--- src/rtl/cofre_lock_controller_if.sv ---
`default_nettype none
// ============================================================================
//  Module      : cofre_lock_controller_if
//  Description : Signal bundle between the safe's user-facing inputs (confirm
//                button, close request, validator verdict) and the lock
//                controller's registered status and actuator outputs.
//  Revision    : 1.0 - initial release
// ============================================================================
interface cofre_lock_controller_if;
    logic       B;            // confirm button, level
    logic       FECHAR;       // close request, level
    logic       senha_ok;     // validator verdict, valid in the same cycle as B
    logic [1:0] state;        // 00=AB open, 01=FE closed, 10=BL blocked
    logic [1:0] error_count;  // consecutive wrong attempts
    logic       SPA;          // password programmed
    logic       tranca;       // bolt engaged
    logic       alarme;       // alarm active while blocked

    // Environment side: drives the user inputs, observes the controller
    modport master (
        output B, FECHAR, senha_ok,
        input  state, error_count, SPA, tranca, alarme
    );

    // Controller side
    modport slave (
        input  B, FECHAR, senha_ok,
        output state, error_count, SPA, tranca, alarme
    );
endinterface
`default_nettype wire

--- src/rtl/cofre_lock_controller.sv ---
`default_nettype none
// ============================================================================
//  Module      : cofre_lock_controller
//  Description : Main sequencer for the safe. Tracks open/closed/blocked state,
//                the consecutive-error counter and the password-programmed
//                flag (SPA); drives the bolt and the alarm. All outputs are
//                registered.
//  Options     : LOCKOUT_TIMER_EN - when defined, BL releases to FE after
//                LOCKOUT_CYCLES clocks; otherwise only reset leaves BL.
//  Revision    : 1.0 - initial release
// ============================================================================
module cofre_lock_controller #(
    parameter int MAX_ERRORS     = 3,
    parameter int LOCKOUT_CYCLES = 1000
) (
    input  wire logic               clk,
    input  wire logic               reset,
    cofre_lock_controller_if.slave  bus
);

    localparam logic [1:0] c_ST_AB  = 2'b00;
    localparam logic [1:0] c_ST_FE  = 2'b01;
    localparam logic [1:0] c_ST_BL  = 2'b10;
    localparam logic [1:0] c_MAX_ERR = 2'(MAX_ERRORS);

    // Parameter sanity: the counter is two bits wide, the timer needs a period
    if ((MAX_ERRORS < 1) || (MAX_ERRORS > 3)) begin : g_bad_max_errors
        $error("cofre_lock_controller: MAX_ERRORS must be in 1..3");
    end
    if (LOCKOUT_CYCLES < 1) begin : g_bad_lockout_cycles
        $error("cofre_lock_controller: LOCKOUT_CYCLES must be >= 1");
    end

    logic [1:0] r_state;
    logic [1:0] r_err;
    logic       r_spa;
    logic       r_tranca;
    logic       r_alarme;
    logic       r_b_q;

    logic [1:0] w_state_nx;
    logic [1:0] w_err_nx;
    logic       w_spa_nx;
    logic       w_tranca_nx;
    logic       w_alarme_nx;
    logic       w_press;
    logic       w_lockout_done;
    logic [2:0] w_err_inc;

    // A held button counts once: only the rising edge is a press
    assign w_press   = bus.B & ~r_b_q;
    // One extra bit so the increment can be compared against MAX_ERRORS safely
    assign w_err_inc = {1'b0, r_err} + 3'd1;

`ifdef LOCKOUT_TIMER_EN
    localparam int c_TIMER_W = (LOCKOUT_CYCLES > 1) ? $clog2(LOCKOUT_CYCLES) : 1;

    logic [c_TIMER_W-1:0] r_timer;

    assign w_lockout_done = (r_state == c_ST_BL) &&
                            (r_timer == c_TIMER_W'(LOCKOUT_CYCLES - 1));

    // Held at zero outside BL so every entry into BL starts a fresh count
    always_ff @(posedge clk) begin
        if (reset) begin
            r_timer <= '0;
        end else if ((r_state != c_ST_BL) || w_lockout_done) begin
            r_timer <= '0;
        end else begin
            r_timer <= r_timer + 1'b1;
        end
    end
`else
    // No auto-release: BL is left only through reset
    assign w_lockout_done = 1'b0;
`endif

    // State register with the registered outputs and button history
    always_ff @(posedge clk) begin
        if (reset) begin
            r_state  <= c_ST_AB;
            r_err    <= 2'd0;
            r_spa    <= 1'b0;
            r_tranca <= 1'b0;
            r_alarme <= 1'b0;
            r_b_q    <= 1'b0;
        end else begin
            r_state  <= w_state_nx;
            r_err    <= w_err_nx;
            r_spa    <= w_spa_nx;
            r_tranca <= w_tranca_nx;
            r_alarme <= w_alarme_nx;
            r_b_q    <= bus.B;
        end
    end

    // Next-state logic: open/close/verify/lockout sequencing
    always_comb begin
        w_state_nx = r_state;
        w_err_nx   = r_err;
        w_spa_nx   = r_spa;
        case (r_state)
            c_ST_AB: begin
                if (!r_spa) begin
                    // First press programs the password; closing needs one
                    if (w_press) begin
                        w_spa_nx = 1'b1;
                    end
                end else if (bus.FECHAR) begin
                    // Close wins over a simultaneous press
                    w_state_nx = c_ST_FE;
                    w_err_nx   = 2'd0;
                end
            end
            c_ST_FE: begin
                if (w_press) begin
                    if (bus.senha_ok) begin
                        w_state_nx = c_ST_AB;
                        w_err_nx   = 2'd0;
                    end else if (w_err_inc >= {1'b0, c_MAX_ERR}) begin
                        w_state_nx = c_ST_BL;
                        w_err_nx   = c_MAX_ERR;
                    end else begin
                        w_err_nx   = w_err_inc[1:0];
                    end
                end
            end
            c_ST_BL: begin
                if (w_lockout_done) begin
                    w_state_nx = c_ST_FE;
                    w_err_nx   = 2'd0;
                end
            end
            default: begin
                // Corrupted encoding: fail safe into the locked-out state
                w_state_nx = c_ST_BL;
            end
        endcase
    end

    // Output decode from the next state, captured alongside it
    always_comb begin
        w_tranca_nx = (w_state_nx != c_ST_AB);
        w_alarme_nx = (w_state_nx == c_ST_BL);
    end

    assign bus.state       = r_state;
    assign bus.error_count = r_err;
    assign bus.SPA         = r_spa;
    assign bus.tranca      = r_tranca;
    assign bus.alarme      = r_alarme;

endmodule
`default_nettype wire
--- src/flat_wrapper.sv ---
// flat-port wrapper written by rule: the top's interface ports become plain ports
module cofre_lock_controller_flat 
#(
    parameter int MAX_ERRORS     = 3,
    parameter int LOCKOUT_CYCLES = 1000
)
  (clk, reset, bus_B, bus_FECHAR, bus_senha_ok, bus_state, bus_error_count, bus_SPA, bus_tranca, bus_alarme);
  cofre_lock_controller_if bus_i ();
  input  wire logic clk;
  input  wire logic reset;
  input wire logic [$bits(bus_i.B)-1:0] bus_B;
  input wire logic [$bits(bus_i.FECHAR)-1:0] bus_FECHAR;
  input wire logic [$bits(bus_i.senha_ok)-1:0] bus_senha_ok;
  output wire logic [$bits(bus_i.state)-1:0] bus_state;
  output wire logic [$bits(bus_i.error_count)-1:0] bus_error_count;
  output wire logic [$bits(bus_i.SPA)-1:0] bus_SPA;
  output wire logic [$bits(bus_i.tranca)-1:0] bus_tranca;
  output wire logic [$bits(bus_i.alarme)-1:0] bus_alarme;
  assign bus_i.B = bus_B;
  assign bus_i.FECHAR = bus_FECHAR;
  assign bus_i.senha_ok = bus_senha_ok;
  assign bus_state = bus_i.state;
  assign bus_error_count = bus_i.error_count;
  assign bus_SPA = bus_i.SPA;
  assign bus_tranca = bus_i.tranca;
  assign bus_alarme = bus_i.alarme;
  cofre_lock_controller #(.MAX_ERRORS(MAX_ERRORS), .LOCKOUT_CYCLES(LOCKOUT_CYCLES)) u_core (.clk(clk), .reset(reset), .bus(bus_i));
endmodule
--- config.mk ---
export PLATFORM = sky130hd
export DESIGN_NAME = cofre_lock_controller_flat
export DESIGN_NICKNAME = d
export VERILOG_FILES = /design/src/rtl/cofre_lock_controller_if.sv /design/src/rtl/cofre_lock_controller.sv /design/src/flat_wrapper.sv
export SDC_FILE = /design/constraint.sdc
export NUM_CORES = 1
export LEC_CHECK = 0
export BUFFER_PORTS_ARGS = -buffer_cell sky130_fd_sc_hd__buf_2
export CAP_MARGIN = 0
export CELL_PAD_IN_SITES_DETAIL_PLACEMENT = 1
export CELL_PAD_IN_SITES_GLOBAL_PLACEMENT = 2
export CORE_AREA = 8 8 46 48
export DETAILED_ROUTE_END_ITERATION = 10
export DIE_AREA = 0 0 54 56
export GPL_ROUTABILITY_DRIVEN = 0
export PLACE_DENSITY_LB_ADDON = 0.1
export REMOVE_ABC_BUFFERS = 1
export SYNTH_ARGS = -nofsm -noshare
export SYNTH_HDL_FRONTEND = slang
export SYNTH_SLANG_ARGS = --single-unit
--- constraint.sdc ---
create_clock -name clk -period 1.25 [get_ports clk]
set_input_delay 0.125 -clock clk [delete_from_list [all_inputs] [get_ports clk]]
set_output_delay 0.125 -clock clk [all_outputs]
set_load 0.01 [all_outputs]
* Yosys cells after proc, flatten, opt, wreduce, memory -nomap -nowiden
Cells that the tools add are included.
Word-level totals: register bits after elaboration 8, input bits 5, logic and storage cells 34
Cells by class: add/subtract/negate cells 1, magnitude comparators 1, eq/ne operators 6, muxes and demuxes 14, bitwise operators 2, reductions and logical operators 4
Operators with widths (count):
- $mux 2 | 10
- $pmux 2 s3 | 1
- $eq 2x2->1 const B | 2
- $ne 2x1->1 const B | 2
- $pmux 2 s2 | 1
- $reduce_and 4->1 | 1
- $reduce_bool 2->1 | 2
- $add 2x1->3 const B | 1
- $ge 3x2->1 const B | 1
- $eq 2x1->1 const B | 1
- $logic_not 2->1 | 1
- $mux 1 | 2
- $ne 2x2->1 const B | 1
- $and 1x1->1 | 1
- $not 1->1 | 1

* Depth between registers and ports, before layout
Gate-level depths: netlist of run 1.
word-level depth 7, gate-level depth with buffers 4

* Worst setup path before layout of run 1
No wires, ideal clock.
path kind register to register, start reg u_core.r_state[1] (netlist: u_core.bus.state[1]), end reg u_core.r_err[0] (netlist: u_core.bus.error_count[0]), setup time 0.070 ns, data arrival time 1.119 ns, required time 1.180 ns, setup slack 0.062 ns, cell stages (with the launch flop) 5, buffers on the path 1, period minus slack after synthesis 1.188 ns, cell sequence dfxtp_1 buf_4 and4bb_1 a311o_1 a21oi_1
On the way: longest elaborated chain between the ends 3
Ends and longest elaborated chain:
- start: declaration | RTL line cofre_lock_controller.sv:34 | logic [1:0] r_state;
- start signal: assignment | RTL line cofre_lock_controller.sv:81 | r_state <= c_ST_AB;
- start signal: assignment | RTL line cofre_lock_controller.sv:88 | r_state <= w_state_nx;
- $eq 2x1->1 / $logic_not 2->1 (equally long branches) | RTL line cofre_lock_controller.sv:102 | case (r_state)
- $ne 2x1->1 (no source line) (tied with other cells)
- $reduce_and 4->1 (no source line)
- end signal: assignment | RTL line cofre_lock_controller.sv:89 | r_err <= w_err_nx;
- end: declaration | RTL line cofre_lock_controller.sv:35 | logic [1:0] r_err;
Parallel ways exist; a longest one is shown, timed or not. A chain may end at the register's enable or synchronous reset.

* Worst setup path in the final report of run 1
start reg u_core.r_state[0] (netlist: u_core.bus.state[0]), end reg u_core.r_err[1] (netlist: u_core.bus.error_count[1])
The elaborated chain is that of the path after synthesis.

==> metrics.cfg, run 1 <==
[run_status]
status=completed

[worst_setup_path]
worstPathArrival_ns=1.33
crit_end=u_core.bus.error_count[1]$_SDFFE_PP0P_
timing.rr.start=u_core.bus.state[0]$_SDFF_PP0_
rrSetupSlack_ns=0.1
regToRegEndpoint=u_core.bus.error_count[1]$_SDFFE_PP0P_
crit_fanout=9
cp-startpoint=u_core.bus.state[0]$_SDFF_PP0_
end_kind=flop
required_ns=1.43
cp-start-kind=flop
criticalPathCategory=flop to flop
ff2ff_path_depth=3

[floorplan]
die_area_mm2=0.00302
initial_core_util_pct=23.7
row_count=14
die_h_um=56
core-area_mm2=0.00144
dieWidth_um=54
io_pins=12

[sta]
fin_setup_tns_ns=0
finalHoldViolCount=0
slew_violations=0
setup-violations-final=0
timing.final.crit_share_pct=92.0
skew_ns=0.00402
fmax_ghz=0.869
rsz0062_at_grt=no
worst_pin_slew_ns=0.313
slew_headroom_pct=79.2
fin_crit_ns=1.15

[synthesis]
synth_cell_type_count=18
ys_ff_latch=8
netlist_instances=37
yosys_warnings=0
seq_area_frac_synth_pct=47.1
synth.cell_area_um2=340
avgSynthCellArea_um2=9.20

[clock_tree]
cts.clk_slew.worst_paths_ns=0.06
clkSinkCount=8
worstSkewPairLatency_ns=0.25
h-tree-depth=1
cts_root_buffer=clkbuf_4
clock_path_buffers=2
cts_tree=yes
cts_buffers=3
hold_buffers=0

[route]
drtPass1Iterations=2
initialDrtViolationCount=1
wl_per_cell_um=14.3
postRouteAntennaNets=0
vias=335
route.detailed.drc=0
drt-total-wl_um=972
vias_per_cell=4.93

[flow_run]
maxCapViolations=0

[finish]
fillerInstances=185
seq_area_um2=161
drive_gt1_share_pct=34.6
n_antenna_cell=0
area_delta_synth_final_pct=32.7
layout_commonest_cell=buf_2
multiInputGateArea_um2=163
layout.nets=59
final_cell_mix=buf_2 (11), dfxtp_1 (7), nor2_1 (5), inv_1 (4), a21oi_1 (4)

[grt]
grt_max_degree=10
grt_pass1_vias=365
grt_pass1_wl_mm=1.64
gr-total-overflow=0
antenna_found_initial=0
gr-usage-all-layers_pct=7.08

[placement]
port_buffers=11
hpwl_um=722

[pwr]
p_leak_nw=0.208
power_density_mw_per_mm2=1190
p_total_mw=0.536
ir_worst_vdd_v=0.000540

[min_path]
hold_path_class=input pin to flop

## worst min path at each step
stage                     depth (start not counted)                                      to  slack [ns]   from
after global routing                              2  u_core.bus.error_count[1]$_SDFFE_PP0P_        0.16  reset
after CTS                                         2  u_core.bus.error_count[0]$_SDFFE_PP0P_        0.14  reset
final                                             2  u_core.bus.error_count[1]$_SDFFE_PP0P_        0.15  reset
after detailed placement                          2                 u_core.r_b_q$_SDFF_PP0_        0.41  bus_B
after global placement                            2  u_core.bus.error_count[0]$_SDFFE_PP0P_        0.41  reset
after floorplan                                   1  u_core.bus.error_count[0]$_SDFFE_PP0P_        0.19  reset
## final cells by class
cell class                 instances  area share (%)
tap                               16            4.43
timing repair buffer              13            15.5
multi-input combinational         24            36.0
clock buffer                       3            4.99
inverter                           4            3.32
sequential                         8            35.7
## where the power goes
part	switching, mW	internal (mW)	total, mW
Clock	0.0958	0.110	0.206
Combinational	0.0311	0.0262	0.0573
Sequential	0.00812	0.264	0.273
Total	0.135	0.401	0.536
## critical path, cell delays in order (launching register included)
cell,delay [ns]
dfxtp_2,0.36
nand3b_1,0.19
a211o_1,0.32
a211oi_2,0.21
## synthesized netlist by cell type, drive strengths merged
master	instances	area [um2]
a211o	1	8.76
nor4	1	6.26
nand3b	2	15.0
a21oi	4	20.0
dfxtp	8	160
o21ba	1	10.0
and4bb	1	12.5
a311o	1	10.0
nor2b	1	6.26
inv	4	15.0
a31oi	2	12.5
a221oi	1	8.76
nand2b	1	6.26
nand4	1	6.26
a211oi	1	7.51
and3b	1	8.76
nor2	5	18.8
buf	1	7.51
## flip-flops by register name (all words and copies together), names as in the netlist
name	cells
u_core.bus.error_count	2
u_core.bus.tranca	1
u_core.bus.state	2
u_core.r_b_q	1
u_core.bus.alarme	1
u_core.bus.SPA	1
## metrics by stage
stage	std cells	hold WS (ns)	setup WS [ns]	cell area, um2	util (%)
final	68	0.145	0.0998	452	31.4
after global routing	68	0.162	0.0228	452	31.4
after CTS	68	0.142	0.0424	445	31.0
after detailed placement	65	0.409	0.0561	423	29.4
after global placement	65	0.413	0.107	423	29.4
after floorplan	36	0.194	0.0709	333	-
## logic make-up after synthesis
group	Yosys count	share of synthesized area, %
AO/OA/AOI/OAI	11	22.8
buffers and inverters	5	6.62
flip-flops	8	47.1
AND/OR/NAND/NOR	13	23.5
## metal layers
layer / up-vias / track usage, % / wire, um
met2: 7 / 9.78 / 460
met1: 160 / 9.28 / 442
met4: 0 / 3.17 / 0
li1: 168 / - / -
met5: - / 0 / 0
met3: 0 / 2.67 / 68
## what timing repair did
action | 4_1_cts | 5_1_grt
setup buffers | 0 | 0
setup endpoints to repair | 0 | 1
gates resized for setup | 0 | 2
Note: power is estimated with default switching activity, not from simulation.
==> run 2, diff against run 1 <==
--- a/config.mk
+++ b/config.mk
@@ -8,10 +8,10 @@
 export BUFFER_PORTS_ARGS = -buffer_cell sky130_fd_sc_hd__buf_2
 export CAP_MARGIN = 0
 export CELL_PAD_IN_SITES_DETAIL_PLACEMENT = 1
-export CELL_PAD_IN_SITES_GLOBAL_PLACEMENT = 2
-export CORE_AREA = 8 8 46 48
+export CELL_PAD_IN_SITES_GLOBAL_PLACEMENT = 1
+export CORE_AREA = 8 8 45 47
 export DETAILED_ROUTE_END_ITERATION = 10
-export DIE_AREA = 0 0 54 56
+export DIE_AREA = 0 0 53 55
 export GPL_ROUTABILITY_DRIVEN = 0
 export PLACE_DENSITY_LB_ADDON = 0.1
 export REMOVE_ABC_BUFFERS = 1
==> run 2 against run 1 <==
Effect of this change: critical path depth unchanged; global-route usage increased by 0.48 points; final area shrank 1.1%; count of clock-buffer cells in the layout stayed put; flip-flop and latch count unchanged; die area is 3.6% lower; highest routed layer unchanged; fmax is 0.74% lower.
==> metrics.cfg, run 2 (synthesis gave the netlist of run 1 again) <==
[run_status]
status=completed

[clock_tree]
hold_buffers=0  ; unchanged
cts.clk_slew.worst_paths_ns=0.05  ; about the same
cts_buffers=3  ; unchanged
cts_tree=yes
h-tree-depth=1  ; unchanged
clock_path_buffers=2  ; unchanged
post_cts_buffers=0  ; unchanged
cts_root_buffer=clkbuf_4
worstSkewPairLatency_ns=0.25  ; about the same
clkSinkCount=8  ; unchanged

[sta]
skew_ns=0.00149  ; -0.00253 ns
hold_slack_ns=0.145  ; -0.000226 ns
fin_crit_ns=1.16  ; +0.00862 ns
rsz0062_at_grt=no
slew_violations=0  ; unchanged
timing.final.crit_share_pct=92.7  ; +0.69 points
fmax_ghz=0.863  ; -0.74%
setup-violations-final=0  ; unchanged
slew_headroom_pct=84.5  ; +5.3 points
worst_pin_slew_ns=0.233  ; -0.0798 ns
finalHoldViolCount=0  ; unchanged
fin_setup_tns_ns=0  ; unchanged
fin_ws_ns=0.0912  ; -0.00862 ns

[placement]
port_buffers=11  ; unchanged
hpwl_um=746  ; +3.4%
placed_area_um2=423  ; unchanged
pre_cts_ws_ns=0.0367  ; -0.0194 ns

[finish]
area_delta_synth_final_pct=31.3
n_antenna_cell=0  ; unchanged
fillerInstances=178  ; -3.8%
final_cell_mix=buf_2 (11), dfxtp_1 (7), nor2_1 (5), inv_1 (4), a21oi_1 (4)
seq_area_um2=161  ; unchanged
layout.nets=59  ; unchanged
multiInputGateArea_um2=158  ; -3.1%
design_area_um2=447  ; -1.1%
layout_commonest_cell=buf_2
drive_gt1_share_pct=32.7  ; -1.9 points

[route]
postRouteAntennaNets=0  ; unchanged
initialDrtViolationCount=2  ; +1
vias=326  ; -2.7%
wl_per_cell_um=14.1  ; -1.3%
vias_per_cell=4.79  ; -2.7%
drt-total-wl_um=959  ; -1.3%
drtPass1Iterations=3  ; +1
route.detailed.drc=0  ; unchanged

[pwr]
p_total_mw=0.525  ; -2.0%
p_leak_nw=0.207  ; -0.51%
p_seq_share_pct=51.9  ; +1.1 points
switching_share_pct=23.7  ; -1.5 points
power_density_mw_per_mm2=1180  ; -0.94%
clkPwrFrac_pct=37.3  ; -1.2 points
ir_worst_vdd_v=0.000653  ; +21%
switchingPower_mw=0.125  ; -7.7%
pwr-share-comb_pct=10.8  ; about the same
p_int_mw=0.401  ; -0.12%

[grt]
top_usage_layer=met2
use_met1_pct=7.96  ; -1.3 points
grt_pass1_vias=342  ; -6.3%
met2_usage_pct=12.1  ; +2.3 points
antenna_found_initial=0  ; unchanged
grt_pass1_wl_mm=1.56  ; -4.6%
use_met3_pct=5.61  ; +2.9 points
gr-total-overflow=0  ; unchanged
grt_max_degree=10  ; unchanged
gr-usage-all-layers_pct=7.56  ; +0.48 points

[floorplan]
dieWidth_um=53  ; -1.9%
die_h_um=55  ; -1.8%
core-area_mm2=0.00138  ; -3.7%
io_pins=12  ; unchanged
die_area_mm2=0.00292  ; -3.6%
initial_core_util_pct=24.6  ; +0.90 points
row_count=14  ; unchanged

[worst_setup_path]
ff2ff_path_depth=3  ; unchanged
rrSetupSlack_ns=0.09  ; about the same
cp-start-kind=flop
crit_fanout=4  ; -5
cp-startpoint=u_core.r_b_q$_SDFF_PP0_
crit_end=u_core.bus.error_count[0]$_SDFFE_PP0P_
worstPathArrival_ns=1.34  ; about the same
criticalPathCategory=flop to flop
end_kind=flop
regToRegEndpoint=u_core.bus.error_count[0]$_SDFFE_PP0P_
timing.rr.start=u_core.r_b_q$_SDFF_PP0_
required_ns=1.43  ; about the same

[flow_run]
maxCapViolations=0  ; unchanged

[min_path]
hold_path_class=input pin to flop

==> run 2: cell counts in the layout (fill, tap and decap cells not counted) <==
No cell type changed its count.
==> run 2: timing repair <==
item / in CTS / in global routing
gates resized for setup: 0 / 1
hold endpoints to repair: 0 / 0
endpoints found under the setup margin: 0 / 2
==> run 2: worst min path at each step <==
stage	depth (start not counted)	slack (ns)	to	from
5_1_grt	2	0.15	u_core.r_b_q$_SDFF_PP0_	reset
2_1_floorplan	1	0.19	u_core.bus.error_count[0]$_SDFFE_PP0P_	reset
4_1_cts	2	0.14	u_core.r_b_q$_SDFF_PP0_	reset
6_report	2	0.15	u_core.r_b_q$_SDFF_PP0_	reset
3_5_place_dp	2	0.41	u_core.r_b_q$_SDFF_PP0_	reset
3_3_place_gp	2	0.40	u_core.bus.error_count[0]$_SDFFE_PP0P_	reset
==> run 2: power by group through the flow <==
stage	clock network (mW)	registers (mW)	logic, mW
4_1_cts	0.210	0.272	0.0577
3_3_place_gp	0	0.277	0.0574
3_5_place_dp	0	0.278	0.0572
6_report	0.196	0.273	0.0566
2_1_floorplan	0	0.281	0.0230
5_1_grt	0.231	0.274	0.0645
==> run 2: routing by layer <==
metal | part of all wire [%] | up-vias
met4 | 0 | 0
li1 | - | 164
met3 | 8.4 | 0
met2 | 51 | 9
met1 | 40 | 153
met5 | 0 | -
==> run 2: critical path, cell delays in order (launching register included) <==
cell	delay, ns
dfxtp_1	0.37
and4bb_1	0.24
a311o_1	0.32
a21oi_1	0.16
==> run 2: per-stage QoR <==
step                std cells  utilization [%]
floorplan                  36                -
global placement           65             30.6
detailed placement         65             30.6
CTS                        68             32.2
global route               68             32.3
finish                     68             32.3
==> run 2: layout make-up <==
class / count / share of cell area [%]
repair buffers: 13 / 15.7
flip-flops and latches: 8 / 36.1
clock buffers: 3 / 5.04
multi-input cells: 24 / 35.3
well taps: 16 / 4.48
inverters: 4 / 3.36
